--- config.mk ---
export PLATFORM = sky130hd
export DESIGN_NAME = game_state_hist
export DESIGN_NICKNAME = d
export VERILOG_FILES = /design/src/rtl/game_state_hist.sv
export SDC_FILE = /design/constraint.sdc
export NUM_CORES = 1
export LEC_CHECK = 0
export CAP_MARGIN = 30
export CORE_AREA = 2 2 322 324
export CTS_BUF_LIST = sky130_fd_sc_hd__clkbuf_2 sky130_fd_sc_hd__clkbuf_4 sky130_fd_sc_hd__clkbuf_8
export DETAILED_ROUTE_END_ITERATION = 7
export DIE_AREA = 0 0 324 326
export GPL_TIMING_DRIVEN = 0
export PLACE_DENSITY = 0.44
export SYNTH_ARGS = -nofsm -noshare
export SYNTH_HDL_FRONTEND = slang
export SYNTH_SLANG_ARGS = --single-unit
--- constraint.sdc ---
create_clock -name clk -period 6.08 [get_ports clk]
set_input_delay 0.912 -clock clk [delete_from_list [all_inputs] [get_ports clk]]
set_output_delay 0.912 -clock clk [all_outputs]
set_load 0.03 [all_outputs]
--- src/rtl/game_state_hist.sv ---
// game_state_hist: four-slot ring-buffer move history feeding the
// game-state 4:1 selector; level load, move push and bounded undo.
module game_state_hist #(
    parameter int N  = 134,
    parameter int CW = 16
) (
    input  logic          clk,
    input  logic          rst,
    input  logic          load,
    input  logic [N-1:0]  init_state,
    input  logic          push,
    input  logic [N-1:0]  new_state,
    input  logic          undo,
    output logic [N-1:0]  st_0,
    output logic [N-1:0]  st_1,
    output logic [N-1:0]  st_2,
    output logic [N-1:0]  st_3,
    output logic [1:0]    sel,
    output logic [1:0]    depth,
    output logic          can_undo,
    output logic          push_ack,
    output logic          undo_ack,
    output logic          undo_err,
    output logic [CW-1:0] moves
);

    logic [N-1:0] slot [4];
    logic [1:0]   sel_nxt;
    logic [1:0]   sel_prv;

    assign sel_nxt  = sel + 2'd1;
    assign sel_prv  = sel - 2'd1;
    assign st_0     = slot[0];
    assign st_1     = slot[1];
    assign st_2     = slot[2];
    assign st_3     = slot[3];
    assign can_undo = (depth != 2'd0);

    // Priority rst > load > push > undo; losers are dropped silently.
    always_ff @(posedge clk) begin
        push_ack <= 1'b0;
        undo_ack <= 1'b0;
        undo_err <= 1'b0;
        if (rst) begin
            for (int i = 0; i < 4; i++) begin
                slot[i] <= '0;
            end
            sel   <= 2'd0;
            depth <= 2'd0;
            moves <= '0;
        end else if (load) begin
            slot[0] <= init_state;
            sel     <= 2'd0;
            depth   <= 2'd0;
            moves   <= '0;
        end else if (push) begin
            slot[sel_nxt] <= new_state;
            sel           <= sel_nxt;
            push_ack      <= 1'b1;
            if (depth != 2'd3) begin
                depth <= depth + 2'd1;
            end
            if (moves != '1) begin
                moves <= moves + CW'(1);
            end
        end else if (undo) begin
            if (depth != 2'd0) begin
                sel      <= sel_prv;
                depth    <= depth - 2'd1;
                undo_ack <= 1'b1;
                if (moves != '0) begin
                    moves <= moves - CW'(1);
                end
            end else begin
                undo_err <= 1'b1;
            end
        end
    end

endmodule
==> results.txt <==
- Counting I/O delays and the setup requirement, the final critical path takes 3.61 ns.
* Top cell type's share of synthesized area: 76.2%
- TritonCTS clock tree: yes
* Distinct cell type count of the synthesized netlist: 54
* Crit path DAT: approximately 4.2 ns
- Peak supply drop: roughly 0.15 mV
- The count of nets left with antenna violations once routing finished came out at 0.
- Standard cell with the maximum stage delay on the critical path: sky130_fd_sc_hd__nor2_4
- Prior to clock tree synthesis, the placed netlist has a worst setup slack of 1.58 ns.
- In this run, synthesis inferred 536 flip-flops with an integrated enable.
* Final core occ: 32.7%
* Fin nets: 2726
- The initial antenna violation count was 6.
* Total of endpoints with negative setup slack in the final report: 0
- For this design the top-level I/O count stands at 833.
- The number of max-slew violations in the final report came to 0.
- In the synthesized netlist the dominant register cell turns out to be sky130_fd_sc_hd__edfxtp_1.
- On the final layout, the worst hold slack is 0.530 ns.
* Hold-fix buffers at CTS: 0
- Die Area: ~0.11 mm2
- Number of global-route vias before repair: 16800
* Most prevalent standard cell on the critical path: sky130_fd_sc_hd__buf_2
- Die Span Y: roughly 330 um
- After layout, the worst path uses between 50 and 60% of the clock period.
* Highest achievable clock rate: 0.277 GHz
* Nets in the synthesized netlist: 1777
- The floorplan step defined a core boundary enclosing 0.103 mm2.
- Relative to the synthesized area, the layout overhead comes to 58.6%.
- Weighted congestion at the end of routability-driven global placement: 0.833
- Maximum root-to-sink buffer count: 3
* Largest area contributor in the netlist: sky130_fd_sc_hd__edfxtp_1
- Clock H-tree levels: 3
* Fraction of layout cells with a size suffix above 1: 8.48%
- For this run, the number of Yosys warnings is 0.
- Row count: about 120
- Die W: 324 um
* Critical Path Fanout Max: 18
- Result of the run: complete, no violations
- In the final timing run, aggregate negative setup slack is 0 ns.
- Synth top area cells: sky130_fd_sc_hd__edfxtp_1 (76%), sky130_fd_sc_hd__nor2_1 (7.4%), sky130_fd_sc_hd__a22oi_1 (4.8%)
- After detailed routing, the number of remaining DRC violations is 0.
- The routed layout has 16100 vias.
- STA puts the critical path data required time at 6.65 ns.
* Initial core utilization: 20.6%
- Clk_skew: 0.0249 ns
* Post-synthesis area per instance: between 10 and 15 um2
* Max-cap check violation count: 0
* Nature of the critical path startpoint: input port
- The worst setup path is captured at a register.
- In the post-route analysis, the smallest setup slack over all paths is 2.47 ns.
- Class of the tightest hold or removal check: reg2reg
- After clock tree synthesis, the setup repair step added 0 buffers.
- GRT Residual Overflow: 0
* Seq cells post-synth: 559
- Number of sinks handled by clock tree synthesis: 559
* Number of buffers inserted by port buffering: 832
* Largest net degree at the start of global routing: 56
* Crit-path cells: clkdlybuf4s50_1 > buf_4 > inv_2 > nor2_4 > buf_2 > buf_2 > a22oi_1 > nor2_1
- Slew at the pin closest to its max-slew limit: roughly 1.1 ns
* Cell Area, Synth: ~0.021 mm2
* Most common cell after layout, fill and taps aside: sky130_fd_sc_hd__clkdlybuf4s50_1
* Routed wire length: slightly above 90000 um
* Total CTS buffers: 102
- Unrepaired setup endpoints after global routing: false
* Post-CTS sizing: 0
- HPWL Detailed: 69200 um
- Number of fill cells: slightly above 10000
- In this run the static leakage power is ~0.013 uW.
- In this run the power density over the cells is 288 mW/mm2.
- Most frequent cells in the layout: sky130_fd_sc_hd__clkdlybuf4s50_1 (832), sky130_fd_sc_hd__edfxtp_1 (536), sky130_fd_sc_hd__nor2_1 (415)
- Worst-Skew Late Latency: 0.73 ns
- First-pass detailed-route iteration total: 5
- Slew headroom: 24.7%
- Maximum single-stage delay on the critical path: 0.65 ns
- After the first detailed-routing iteration, the DRC count stood at around 1200.
* Clock Pin Slew Worst Setup and Hold Paths: 0.06 ns
- The share of the Yosys chip area taken by registers is between 70% and 80%.
- The final number of hold-violating endpoints is 0.
- First-pass GRT wire length: 125000 um
- Via density per instance: 4.14
* Post-Synthesis Cells: 1489
- In the synthesized netlist the async set-or-reset flop fraction comes to 0%.
- Total power of the final layout: 9630 uW
- The root buffer cell chosen for the clock tree is sky130_fd_sc_hd__clkbuf_8.
* Overall Global Routing Usage: 16.9%
* CP Class: in2reg
- Detail-routed net length per standard cell: roughly 24 um
[final timing paths]
check | startpoint | endpoint | slack (ns) | depth (start not counted)
setup / recovery | push | slot[0][115] | 2.47 | 8
hold / removal | moves[4] | moves[4] | 0.53 | 2
setup reg to reg | sel[0] | slot[0][122] | 2.98 | 7
hold reg to reg | moves[4] | moves[4] | 0.53 | 2
[flip-flops by register name, indices dropped and copies added (netlist names)]
name and cells:
depth 2, moves 16, push_ack 1, sel 2, slot 536, undo_ack 1, undo_err 1
[through the flow]
stage	std cells	cell area, um2
after floorplan	1489	21100
after global placement	3701	31200
after detailed placement	3714	31500
after CTS	3891	33500
after global routing	3892	33500
final	3892	33500
[cell families (layout without fill, tap and decap cells)]
kind of cell,after synthesis,after routing,synth area share (%)
AOI/OAI and AO/OA,204,204,7.12
buffers and inverters,221,1243,4.05
and+or+nand+nor,475,475,8.87
other,0,1,0
DFF,559,559,78.4
xor gates and xnor gates,14,14,0.616
adders and majority gates,15,15,0.924
muxes,1,1,0.0474
[cell type report]
cell class              instances  area (um2)  area share, %
flip-flops and latches        559       16600           49.4
repair buffers                845        8630           25.8
multi-input cells             709        3740           11.2
clock buffers                 147        1770           5.27
well taps                    1380        1730           5.15
inverters                     138         518           1.55
plain buffers                  83         344           1.03
clock inverters                30         215          0.642
diodes                          1        2.50        0.00747
[worst max-delay path, delay by kind of cell]
kind	cells	cell delay, ns
buffers and inverters	5	1.95
and+or+nand+nor	2	0.86
AOI/OAI and AO/OA	1	0.39
[synthesized netlist by cell type, drive strengths merged (5+ instances only)]
library cell	n
clkbuf	49
dfxtp	23
o21ai	10
xnor2	7
edfxtp	536
nand4	5
inv	138
nand3	8
ha	14
xor2	7
a22oi	134
a21o	8
nor2	416
a21oi	26
nand2	22
buf	34
nor4	5
[power breakdown]
part	leakage [uW]	internal, uW	switching (uW)	total, uW
logic	0.00583	597	975	1570
clock network	0.00105	1940	1610	3550
registers	0.00584	4440	71.2	4510
[routing by layer]
| layer | GRT usage, % | share of wire (%) |
|---|---|---|
| met5 | 0 | 0 |
| met4 | 6.24 | 3.6 |
| met3 | 6.65 | 10 |
| met2 | 29.5 | 50 |
| met1 | 18.2 | 37 |
No activity file was read; power rests on OpenSTA's default activity.
